### src/rtl/spi_cache_line_fill.sv
// Line-fill engine: packs flash bytes little-endian into 32-bit words
// and writes one cache line into the single-port data RAM.
module spi_cache_line_fill #(
    parameter  int LINE_WORDS = 8,
    parameter  int ADDR_W     = 10,
    localparam int WC_W       = $clog2(LINE_WORDS),
    localparam int LINE_W     = ADDR_W - WC_W
) (
    input  logic              clk_i,
    input  logic              rst_i,
    input  logic              fill_req_i,
    input  logic [LINE_W-1:0] fill_line_i,
    output logic              fill_ack_o,
    input  logic              abort_i,
    input  logic              byte_valid_i,
    input  logic [7:0]        byte_i,
    output logic              byte_ready_o,
    output logic              busy_o,
    output logic              fill_done_o,
    output logic              ram_en_o,
    output logic [ADDR_W-1:0] ram_addr_o,
    output logic [31:0]       ram_wdata_o,
    output logic [3:0]        ram_we_o
);

    typedef enum logic [1:0] {
        IDLE,
        COLLECT,
        WRITE,
        DONE
    } state_e;

    localparam logic [WC_W-1:0] LAST_WORD = WC_W'(LINE_WORDS - 1);

    state_e            state_q, state_d;
    logic [LINE_W-1:0] line_q;
    logic [1:0]        byte_cnt_q;
    logic [WC_W-1:0]   word_cnt_q;
    logic [31:0]       word_q;
    logic              xfer;

    assign xfer = byte_valid_i & byte_ready_o;

    always_comb begin
        state_d      = state_q;
        fill_ack_o   = 1'b0;
        byte_ready_o = 1'b0;
        busy_o       = 1'b0;
        fill_done_o  = 1'b0;
        ram_en_o     = 1'b0;
        ram_addr_o   = '0;
        ram_wdata_o  = '0;
        ram_we_o     = 4'h0;
        // Outputs stay quiet during the reset cycle itself
        if (!rst_i) begin
            unique case (state_q)
                IDLE: begin
                    fill_ack_o = fill_req_i;
                    if (fill_req_i) begin
                        state_d = COLLECT;
                    end
                end
                COLLECT: begin
                    busy_o = 1'b1;
                    if (abort_i) begin
                        state_d = IDLE;
                    end else begin
                        byte_ready_o = 1'b1;
                        if (byte_valid_i && byte_cnt_q == 2'd3) begin
                            state_d = WRITE;
                        end
                    end
                end
                WRITE: begin
                    busy_o = 1'b1;
                    if (abort_i) begin
                        state_d = IDLE;
                    end else begin
                        ram_en_o    = 1'b1;
                        ram_we_o    = 4'hF;
                        ram_addr_o  = {line_q, word_cnt_q};
                        ram_wdata_o = word_q;
                        if (word_cnt_q == LAST_WORD) begin
                            state_d = DONE;
                        end else begin
                            state_d = COLLECT;
                        end
                    end
                end
                DONE: begin
                    busy_o      = 1'b1;
                    fill_done_o = 1'b1;
                    state_d     = IDLE;
                end
                default: state_d = IDLE;
            endcase
        end
    end

    always_ff @(posedge clk_i) begin
        if (rst_i) begin
            state_q    <= IDLE;
            line_q     <= '0;
            byte_cnt_q <= '0;
            word_cnt_q <= '0;
            word_q     <= '0;
        end else begin
            state_q <= state_d;
            if (fill_ack_o) begin
                line_q     <= fill_line_i;
                byte_cnt_q <= '0;
                word_cnt_q <= '0;
                word_q     <= '0;
            end
            if (xfer) begin
                word_q[{byte_cnt_q, 3'b000} +: 8] <= byte_i;
                byte_cnt_q <= byte_cnt_q + 2'd1;
            end
            if (ram_en_o && word_cnt_q != LAST_WORD) begin
                word_cnt_q <= word_cnt_q + 1'b1;
            end
        end
    end

endmodule

### config.mk
export PLATFORM = sky130hd
export DESIGN_NAME = spi_cache_line_fill
export DESIGN_NICKNAME = d
export VERILOG_FILES = /design/src/rtl/spi_cache_line_fill.sv
export SDC_FILE = /design/constraint.sdc
export NUM_CORES = 1
export LEC_CHECK = 0
export BUFFER_PORTS_ARGS = -buffer_cell sky130_fd_sc_hd__buf_2
export CAP_MARGIN = 20
export CORE_UTILIZATION = 45
export DETAILED_ROUTE_END_ITERATION = 8
export GPL_TIMING_DRIVEN = 0
export MAX_ROUTING_LAYER = met4
export PLACE_DENSITY_LB_ADDON = 0.12
export SYNTH_ARGS = -nofsm -noshare
export SYNTH_HDL_FRONTEND = slang
export SYNTH_SLANG_ARGS = --single-unit
### constraint.sdc
create_clock -name clk_i -period 2.3 [get_ports clk_i]
set_input_delay 0.115 -clock clk_i [delete_from_list [all_inputs] [get_ports clk_i]]
set_output_delay 0.115 -clock clk_i [all_outputs]
set_load 0.05 [all_outputs]
After elaboration in Yosys (flattened, before gate mapping):

Cells that the tools add are included.

* bits of input ports: 20
* flip-flop bits (word level): 46
* output and inout port bits: 51
* word-level logic and storage cells: 60

* $add $sub $neg: 3
* equal/unequal tests: 8
* reductions and logical operators: 7
* bitwise logic cells: 1
* multiplexer cells: 34
* shift operators: 2

Operator list (count)
* $mux 32: 6
* $bwmux 32: 1
* $shift 8x7->32 const A: 1
* $shiftx 8x7->32: 1
* $mux 10: 3
* $mux 2: 7
* $mux 4: 3
* $mux 1: 11
* $pmux 2 s4: 1
* $neg 5->7: 1
* $eq 2x2->1 const B: 3
* $mux 3: 2
* $ne 3x3->1 const B: 2
* $reduce_bool 2->1: 2
* $add 3x1->3 const B: 1
* $eq 3x3->1 const B: 1
* $reduce_or 3->1: 1
* $add 2x1->2 const B: 1
* $eq 2x1->1 const B: 1
* $logic_and 1x1->1: 2
* $logic_not 2->1: 1
* $ne 2x2->1 const B: 1
* $reduce_and 2->1: 1
* $and 1x1->1: 1

Depth between registers and ports, before layout:

Gate-level depths: netlist of the first run.

* depth in word-level cells: 7
* depth in mapped cells: 7
* gate-level depth less buffers: 5

Least setup slack after synthesis of the first run:

No wires, ideal clock.

* kind: register to output
* start: register state_q[0]
* end: output port ram_addr_o[0]
* required time: 2.185 ns
* buffers on the path: 3
* path slack: 0.229 ns
* data arrival time: 1.956 ns
* cell stages (with the launch flop): 7
* cell sequence: dfxtp_1 -> buf_6 -> or4b_1 -> buf_2 -> inv_2 -> buf_2 -> and2_1

* cells in the longest elaborated chain, start to end: 3

RTL lines
* start: declaration: RTL line 35 `state_e state_q, state_d;`
* start signal: assignment: RTL line 108 `state_q <= state_d;`
* $eq 2x2->1: RTL line 56 `unique case (state_q)`
* $mux 10: RTL line 56
* $mux 10: RTL line 55 `if (!rst_i) begin`
* end: declaration: RTL line 21 `output logic [ADDR_W-1:0] ram_addr_o,`

No other way between the ends.

Final worst setup path of the first run:

* start: register state_q[0]
* end: output port ram_wdata_o[20]

* cells in the longest elaborated chain, start to end: 3

RTL lines
* $eq 2x2->1: RTL line 56
* $mux 32: RTL line 56
* $mux 32: RTL line 55
* end: declaration: RTL line 22 `output logic [31:0] ram_wdata_o,`

No other way between the ends.

==> results of run 1 <==
worst min-delay path, delay by kind of cell:
kind                   cells  cell delay, ps
AND/OR/NAND/NOR            1              40
buffers and inverters      1              90
AO/OA/AOI/OAI              1              50
synthesized netlist by cell type:
| cell type | instances | area share |
|---|---|---|
| ha_1 | 7 | 0.035 |
| or4b_1 | 1 | 0.0039 |
| and2_0 | 1 | 0.0025 |
| o21ai_0 | 4 | 0.0079 |
| a211oi_1 | 1 | 0.0030 |
| a211o_1 | 1 | 0.0035 |
| o41ai_1 | 5 | 0.017 |
| nor2b_1 | 10 | 0.025 |
| mux2_2 | 2 | 0.0089 |
| nand2_1 | 39 | 0.058 |
| nor3b_1 | 4 | 0.012 |
| nand2b_1 | 1 | 0.0025 |
| a21oi_1 | 9 | 0.018 |
| inv_1 | 6 | 0.0089 |
| clkbuf_1 | 10 | 0.015 |
| nand4_1 | 8 | 0.020 |
| buf_6 | 3 | 0.013 |
| inv_2 | 1 | 0.0015 |
| or3b_2 | 1 | 0.0035 |
| and2_1 | 38 | 0.094 |
| nor4bb_1 | 1 | 0.0039 |
| buf_1 | 4 | 0.0059 |
| nor4b_2 | 2 | 0.012 |
| nor3_1 | 1 | 0.0020 |
| nor2_4 | 1 | 0.0044 |
| buf_4 | 4 | 0.012 |
| or3_1 | 1 | 0.0025 |
| nor2_1 | 9 | 0.013 |
| nand4b_1 | 1 | 0.0035 |
| mux2i_1 | 26 | 0.10 |
| nand3b_1 | 34 | 0.10 |
| buf_2 | 9 | 0.018 |
| and4bb_2 | 1 | 0.0049 |
| dfxtp_1 | 46 | 0.36 |
final timing paths:
path                                     start         endpoint  slack [ps]
worst min register to register       line_q[0]        line_q[0]         450
worst max-delay path                state_q[0]  ram_wdata_o[20]          80
worst max register to register   byte_cnt_q[0]       word_q[16]         180
worst min-delay path            fill_line_i[1]        line_q[1]          40
state kept, by name, summed over array words and instances, names as in the netlist:
register / flops
byte_cnt_q: 2
line_q: 7
state_q: 2
word_cnt_q: 3
word_q: 32
placed cells by master (no fill, tap or decap), drive strengths merged:
cell	n
nor3	1
mux2	2
and2	39
nor3b	4
nand4	8
mux2i	26
clkbuf	29
buf	75
a211o	1
a211oi	1
or4b	1
o41ai	5
nor4bb	1
inv	7
ha	7
nor2b	10
dfxtp	46
a21oi	9
bufinv	1
nand3b	34
clkinv	2
nor2	10
nand2b	1
nand2	39
nand4b	1
o21ai	4
and4bb	1
or3	1
or3b	1
nor4b	2
power breakdown:
part / switching [mW] / internal (mW)
Combinational: 0.0917 / 0.0500
Sequential: 0.00529 / 0.807
Clock: 0.284 / 0.320
cells by family (layout without fill, tap and decap cells):
group / after synthesis / after routing
compound gates: 20 / 20
simple gates: 154 / 154
flops: 46 / 46
mux: 28 / 28
buf+inv: 37 / 114
fa+ha+maj: 7 / 7
per-stage QoR:
step | worst slack (ps) | area [um^2] | power [mW] | cells
2_1_floorplan | 229 | 2530 | 0.921 | 292
3_3_place_gp | 297 | 2970 | 0.971 | 432
3_5_place_dp | 247 | 2970 | 0.971 | 432
4_1_cts | 9.04 | 3080 | 1.57 | 440
5_1_grt | -20.0 | 3160 | 1.63 | 439
6_report | 82.1 | 3160 | 1.56 | 439
area by class of cell:
cell class | instances | area, um^2
inverter | 7 | 26.3
buffer | 29 | 163
clock buffer | 5 | 68.8
clock inverter | 3 | 40.0
timing repair buffer | 70 | 412
sequential | 46 | 921
multi-input combinational | 209 | 1440
fill | 501 | 2110
tap | 70 | 87.6
layer usage:
metal  share of wire  track usage  routed length, um  vias up
li1                -            -                  -     1131
met1            0.50        0.319               3070      995
met2            0.44        0.314               2690       57
met3           0.050       0.0345                310       10
met4           0.016       0.0623                 97        0
met5               0            -                  0        -
what timing repair did:
item                                    4_1_cts  5_1_grt
endpoints found under the setup margin        0       44
buffers inserted                              0        0
gates resized for setup                       0       39
hold buffers                                  0        0
==> metrics.md, run 1 <==
| Metric | Value |
|---|---|
| Largest family of logic cells by synthesized area | `simple AND/OR/NAND/NOR gates` |
| Post-synthesis sequential area ratio | `0.363` |
| Synth Area in Compound Gates | `0.0494` |
| Initial Utilization | `0.481` |
| CP Cell Sequence | `buf_6 -> or4b_1 -> buf_2 -> inv_2 -> buf_6 -> buf_6 -> and2_1 -> buf_4` |
| Synth Area in Adders | `0.0346` |
| Hold Crit Depth | `3` |
| WHS | `43.2 ps` |
| Drc violations | `0` |
| Final number of max-transition violations | `0` |
| Synthesized area per cell | `between 8 and 9 um^2` |
| Crit path required time | `approximately 2200 ps` |
| Setup crit end kind | `primary output` |
| Final-report hold violation count | `0` |
| Vias/cell | `roughly 5` |
| Placer Congestion | `a little under 0.8` |
| Cells after synthesis | `~300` |
| Diodes inserted | `0` |
| Nets | `approximately 400` |
| Layout cell share with drive strength beyond 1 | `0.279` |
| GRT overflow | `0` |
| FF-to-FF path depth | `5` |
| IO Port Bufs | `70` |
| Clock Path Buffers | `2` |
| Final Core Density | `0.599` |
| Fmax | `451 MHz` |
| Post-synthesis simple-gate area fraction | `0.367` |
| Root Buffer | `clkbuf_8` |
| Dpl hpwl | `4450 um` |
| Synthesis Warnings | `0` |
| Core Area | `5270 um^2` |
| Final setup violation count | `0` |
| # rows | `26` |
| 1st-pass router iterations | `4` |
| Slew HR | `0.450` |
| Slowest CP cell | `or4b_1` |
| Total Die Area | `between 5000 and 6000 um^2` |
| Worst slew pin tran | `slightly above 800 ps` |
| Largest net degree at the start of global routing | `15` |
| Ports | `71` |
| Worst path max stage delay | `~500 ps` |
| H-tree depth | `2` |
| XOR/XNOR share of the synthesized area | `0` |
| Critical path's top delay family | `buffers and inverters` |
| DRT iter0 DRCs | `around 120` |
| Synth Register Bits | `46` |
| Avg WL per Cell | `approximately 14 um` |
| Post-Syn Nets | `319` |
| Worst path buffer plus inverter count | `6` |
| CTS tree | `done` |
| Final ANT Viol Nets | `0` |
| GRT Util Overall | `0.220` |
| Power Density | `slightly below 500 nW/um^2` |
| Crit path depth | `8` |
| HP Class | `input port to flip-flop` |
| Period minus WS final | `roughly 2200 ps` |
| Leak | `1.46 nW` |
| Most frequent CP cell | `buf_6` |
| CTS Buf Count | `5` |
| Final WL | `a little over 6000 um` |
| First-pass GRT wire length | `slightly above 10000 um` |
| Die Span Y | `~77 um` |
| Final TNS setup | `0 ps` |
| Initial antenna violation count | `0` |
| Crit Path Class | `flip-flop to primary output` |
| Chip width | `about 77 um` |
| Status | `complete, no violations` |
| VDD IR max | `around 0.27 mV` |
| CTS clock-pin slew for the worst setup and hold paths | `90 ps` |
| Clock Skew | `~5.3 ps` |
| Syn-to-layout area delta | `24.6%` |
| Max-cap violations | `0` |
| Distinct cells, synth | `34` |
| Final Cycle Share | `0.964` |
| CP Launch Type | `flip-flop` |
| Sink Count | `46` |
| Worst EP arrival | `2100 ps` |
| Vias in the first global route | `around 2000` |
| Post-synthesis mux area share | `0.112` |
| Routed vias | `approximately 2200` |
| RSZ-0062 raised after global routing | `true` |
| CP Max Fanout | `10` |
| Mapped cell area | `about 2500 um^2` |
| Worst-Skew Late Latency | `300 ps` |
No activity file was read; power rests on OpenSTA's default activity.
==> run 2, diff against run 1 <==
Settings changed: CORE_MARGIN set to 2.
==> run 2 against run 1 <==
Effect of this change: first-iteration DRC count fell by 15%; non-clock buffer count did not move; global-route usage decreased by 1.4 points; setup slack gained 33 ps; cell area grew 0.63%; sequential share of layout area fell by 0.18 points; clock-buffer cell count rose by 1; sequential power barely moved; critical path type unchanged; critical endpoint is now ram_wdata_o[11].
==> metrics.md, run 2 (synthesized netlist as in run 1, its figures left out) <==
| Metric | Value |
|---|---|
| Status | `complete, no violations` |
| Worst path max stage delay | `roughly 530 ps` |
| Commonest non-fill, non-tap cells in the layout | `buf_2 (49), dfxtp_1 (46), nand2_1 (39)` |
| Vias in the first global route | `between 2000 and 2500` |
| Commonest non-fill, non-tap cell in the layout | `buf_2` |
| Multi-input logic area | `roughly 1400 um^2` |
| Final-report hold violation count | `0` |
| Final ANT Viol Nets | `0` |
| Power Density | `around 500 nW/um^2` |
| Max FFs per register | `32` |
| Initial Utilization | `0.463` |
| Sink Count | `46` |
| Max-cap violations | `0` |
| Die Span Y | `79.1 um` |
| VDD IR max | `approximately 0.3 mV` |
| Largest registers | `word_q x32, line_q x7, word_cnt_q x3` |
| Most flops, register | `word_q` |
| Initial antenna violation count | `0` |
| WHS | `46.5 ps` |
| Crit path required time | `~2200 ps` |
| GRT Util Overall | `0.206` |
| CTS Buf Count | `5` |
| Syn-to-layout area delta | `25.4%` |
| Worst-Skew Late Latency | `roughly 300 ps` |
| Root Buffer | `clkbuf_8` |
| First-pass GRT wire length | `slightly below 10000 um` |
| IO Port Bufs | `70` |
| Final Cycle Share | `0.950` |
| Non-filler cells, final | `440` |
| Leak | `~1.5 nW` |
| Fmax | `about 460 MHz` |
| Drc violations | `0` |
| HP Class | `input port to flip-flop` |
| CTS Hold Buffers Added | `0` |
| Final WL | `between 6000 and 7000 um` |
| FF/Latch Area | `around 900 um^2` |
| Period minus WS final | `between 2000 and 2500 ps` |
| Slowest CP cell | `or4b_1` |
| Routed vias | `between 2000 and 2500` |
| Avg WL per Cell | `~14 um` |
| Total Die Area | `6250 um^2` |
| Worst slew pin tran | `799 ps` |
| Slew HR | `0.466` |
| Largest net degree at the start of global routing | `15` |
| DRT iter0 DRCs | `99` |
| CP Launch Type | `flip-flop` |
| Cells after DPL | `roughly 430` |
| Hold wc startpoint | `fill_line_i[2]` |
| CTS tree | `done` |
| Core Area | `5470 um^2` |
| Ports | `71` |
| Chip width | `approximately 79 um` |
| Setup crit end kind | `primary output` |
| Final number of max-transition violations | `0` |
| Worst EP arrival | `slightly above 2000 ps` |
| Nets | `just under 400` |
| Final setup violation count | `0` |
| RSZ-0062 raised after global routing | `true` |
| CP Cell Sequence | `buf_6 -> or4b_1 -> buf_6 -> inv_2 -> buf_2 -> and2_1 -> buf_2` |
| Clock Path Buffers | `2` |
| H-tree depth | `2` |
| GRT overflow | `0` |
| Placer Congestion | `0.792` |
| Fillers | `between 500 and 600` |
| Crit Path Class | `flip-flop to primary output` |
| Layout cell share with drive strength beyond 1 | `0.280` |
| # rows | `27` |
| 1st-pass router iterations | `4` |
| Clock Skew | `2.68 ps` |
| Crit. Startpoint | `state_q[0]` |
| CP Max Fanout | `10` |
| Diodes inserted | `0` |
| CTS clock-pin slew for the worst setup and hold paths | `around 90 ps` |
| Dpl hpwl | `4490 um` |
| Vias/cell | `5.08` |
| Worst R2R Start | `byte_cnt_q[0]` |
==> run 2: changes by cell type in the layout (fill, tap and decap cells not counted), sizes merged <==
cell    delta
buf        -1
clkbuf     +2
clkinv     -2
==> run 2: area by class of cell <==
type,instances,share of cell area
multi-input cells,209,0.451
plain buffers,29,0.0524
well taps,72,0.0283
repair buffers,70,0.135
flip-flops and latches,46,0.290
inverters,7,0.00827
clock buffers,6,0.0260
clock inverters,1,0.00945
==> run 2: final timing paths <==
path,slack [ps],cells after the start,end
worst min register to register,450,2,line_q[2]
worst max register to register,200,5,word_q[27]
worst max-delay path,120,7,ram_wdata_o[11]
worst min-delay path,50,3,line_q[2]
==> run 2: power breakdown <==
group,internal (mW),switching (mW)
clock,0.348,0.277
sequential,0.807,0.00519
combinational,0.0496,0.0926
==> run 2: layer usage <==
layer	global-route usage	wire [um]
met1	0.293	3070
met2	0.304	2730
met3	0.0364	245
met4	0.0552	42
met5	-	0
==> run 2: metrics by stage <==
step / worst slack, ps / setup TNS [ps] / utilization / power, mW / area, um^2
5_1_grt: -4.89 / -17.5 / 0.581 / 1.63 / 3180
3_3_place_gp: 277 / 0 / 0.544 / 0.972 / 2980
6_report: 115 / 0 / 0.581 / 1.58 / 3180
4_1_cts: 1.31 / 0 / 0.566 / 1.58 / 3100
2_1_floorplan: 229 / 0 / - / 0.921 / 2530
3_5_place_dp: 256 / 0 / 0.544 / 0.972 / 2980
==> run 2: critical path: cells and delay by family, from the launching register on <==
kind | cells | cell delay [ps]
and+or+nand+nor | 2 | 670
DFF | 1 | 310
buffers and inverters | 5 | 790
==> run 2: timing repair <==
item                                    CTS  global route
gates cloned                              0             0
pin swaps                                 0             0
gates resized for setup                   3            44
buffers inserted                          0             0
endpoints found under the setup margin    3            37
==> run 3, diff against run 2 <==
Settings changed: SETUP_SLACK_MARGIN set to 0.5.
==> run 3 against run 2 <==
Effect of this change: sequential share of layout area decreased by 5.1 points; core utilization increased by 13 points; sequential power barely moved; wire length increased by 22%; clock-buffer cell count down 1; die area did not move; via count grew 8.2%; global-route usage rose by 3.2 points; cell area is 22% higher; total power is 6.0% lower.
==> metrics.md, run 3 (synthesized netlist as in run 1, its figures left out) <==
| Metric | Value |
|---|---|
| Vias in the first global route | `about 2300` |
| CTS Hold Buffers Added | `0` |
| DP Worst Slack | `248 ps` |
| Hold Crit Depth | `3` |
| Fmax | `between 400 and 500 MHz` |
| Power Density | `around 380 nW/um^2` |
| Final ANT Viol Nets | `0` |
| Crit Path Class | `flip-flop to primary output` |
| Syn-to-layout area delta | `53.1%` |
| Hold wc startpoint | `fill_line_i[1]` |
| 1st-pass router iterations | `4` |
| RSZ-0062 raised after global routing | `true` |
| H-tree depth | `2` |
| Worst R2R Start | `state_q[0]` |
| Commonest non-fill, non-tap cells in the layout | `dfxtp_1 (43), buf_6 (39), nand2_1 (39)` |
| DRT iter0 DRCs | `between 100 and 150` |
| Fillers | `about 420` |
| Die Span Y | `79.1 um` |
| Core Area | `5470 um^2` |
| Slew HR | `0.603` |
| GRT overflow | `0` |
| Design Power | `approximately 1.5 mW` |
| CTS Buf Count | `5` |
| Root Buffer | `clkbuf_8` |
| CTS clock-pin slew for the worst setup and hold paths | `~80 ps` |
| Hold Path Sink | `line_q[1]` |
| Initial antenna violation count | `0` |
| Worst EP arrival | `between 1500 and 2000 ps` |
| CTS tree | `done` |
| Layout cell share with drive strength beyond 1 | `0.465` |
| Commonest non-fill, non-tap cell in the layout | `dfxtp_1` |
| Avg WL per Cell | `between 15 and 20 um` |
| IO Port Bufs | `70` |
| Clock Skew | `between 7 and 8 ps` |
| Largest net degree at the start of global routing | `15` |
| Drc violations | `0` |
| HP Class | `input port to flip-flop` |
| R2r setup slk | `approximately 480 ps` |
| Placer Congestion | `0.884` |
| Total Die Area | `roughly 6200 um^2` |
| First-pass GRT wire length | `between 10000 and 15000 um` |
| Crit path required time | `between 2000 and 2500 ps` |
| Nets | `roughly 410` |
| Final number of max-transition violations | `0` |
| Period minus WS final | `2080 ps` |
| Finished layout cell area | `slightly below 4000 um^2` |
| Routed vias | `~2400` |
| Status | `complete, no violations` |
| FF-to-FF path depth | `6` |
| Worst slew pin tran | `595 ps` |
| CP Max Fanout | `6` |
| Non-filler cells, final | `between 400 and 500` |
| Final WL | `between 7000 and 8000 um` |
| Worst-Skew Late Latency | `about 310 ps` |
| Max FFs per register | `32` |
| Post-DP Area | `3030 um^2` |
| Sink Count | `46` |
| Final setup violation count | `0` |
| Largest registers | `word_q x32, line_q x7, word_cnt_q x3` |
| Terminus of the critical flop-to-flop path | `word_cnt_q[2]` |
| Ports | `71` |
| Dpl hpwl | `between 4000 and 5000 um` |
| Most flops, register | `word_q` |
| # rows | `27` |
| Chip width | `slightly below 80 um` |
| Final Cycle Share | `0.906` |
| Min setup slack post-route | `approximately 220 ps` |
| Final-report hold violation count | `0` |
| Setup crit end kind | `primary output` |
| CP Launch Type | `flip-flop` |
| Max-cap violations | `0` |
| Vias/cell | `approximately 5.3` |
| Clock Path Buffers | `2` |
| VDD IR max | `approximately 0.27 mV` |
| Final TNS setup | `0 ps` |
| GRT Util Overall | `0.238` |
| Diodes inserted | `0` |
| Cells after DPL | `around 430` |
| Leak | `between 1.5 and 2 nW` |
| Initial Utilization | `0.463` |
==> run 3: changes by cell type in the layout (fill, tap and decap cells not counted), sizes merged <==
cell and change:
buf +36, clkinvlp +1, clkbuf -18, inv -1, bufinv -1, clkinv +2
==> run 3: timing repair <==
action                     CTS  global route
setup endpoints to repair   89            88
gates resized for setup    171            36
setup buffers                8             8
pin swaps                   19             2
cloned                       2             0
==> run 3: how the worst max path moves through the flow <==
stage,startpoint,endpoint,cells past startpoint
after detailed placement,byte_cnt_q[0],word_q[31],5
after global routing,state_q[0],ram_wdata_o[21],8
after global placement,byte_cnt_q[0],word_q[1],5
after floorplan,state_q[0],ram_addr_o[0],6
final,state_q[0],ram_wdata_o[21],8
after CTS,state_q[0],ram_wdata_o[23],8
==> run 3: layout make-up <==
type                            count  area [um^2]  area share
Tap cell                           72         90.1      0.0232
Buffer                             30          226      0.0583
Clock buffer                        5         68.8      0.0177
Inverter                            7         35.0     0.00903
Multi-Input combinational cell    209         1640       0.422
Clock inverter                      2         10.0     0.00258
Timing Repair Buffer               88          887       0.229
Sequential cell                    46          927       0.239
==> run 3: per-layer routing <==
metal  GRT usage  up-vias  share of wire
li1            -     1169              -
met1       0.306     1144           0.44
met2       0.393       91           0.49
met3      0.0364       13          0.054
met4      0.0638        0          0.015
met5           -        -              0
==> run 3: where the power goes <==
part	internal (mW)	leakage, nW	total, mW	switching [mW]
clock	0.205	0.0438	0.486	0.282
combinational	0.0763	1.31	0.186	0.110
sequential	0.806	0.374	0.812	0.00573
==> run 3: critical path: stages, from the launching register on <==
cell and delay, ps:
dfxtp_2 320, buf_6 100, or4b_4 510, buf_6 150, inv_6 50, buf_6 120
buf_6 120, and2_4 150, buf_8 140
==> run 3: per-stage QoR <==
| step | hold slack, ps | util |
|---|---|---|
| finish | 36.1 | 0.709 |
| global route | 39.0 | 0.709 |
| CTS | 37.5 | 0.677 |
| detailed placement | 360 | 0.553 |
| global placement | 356 | 0.553 |
| floorplan | 251 | - |
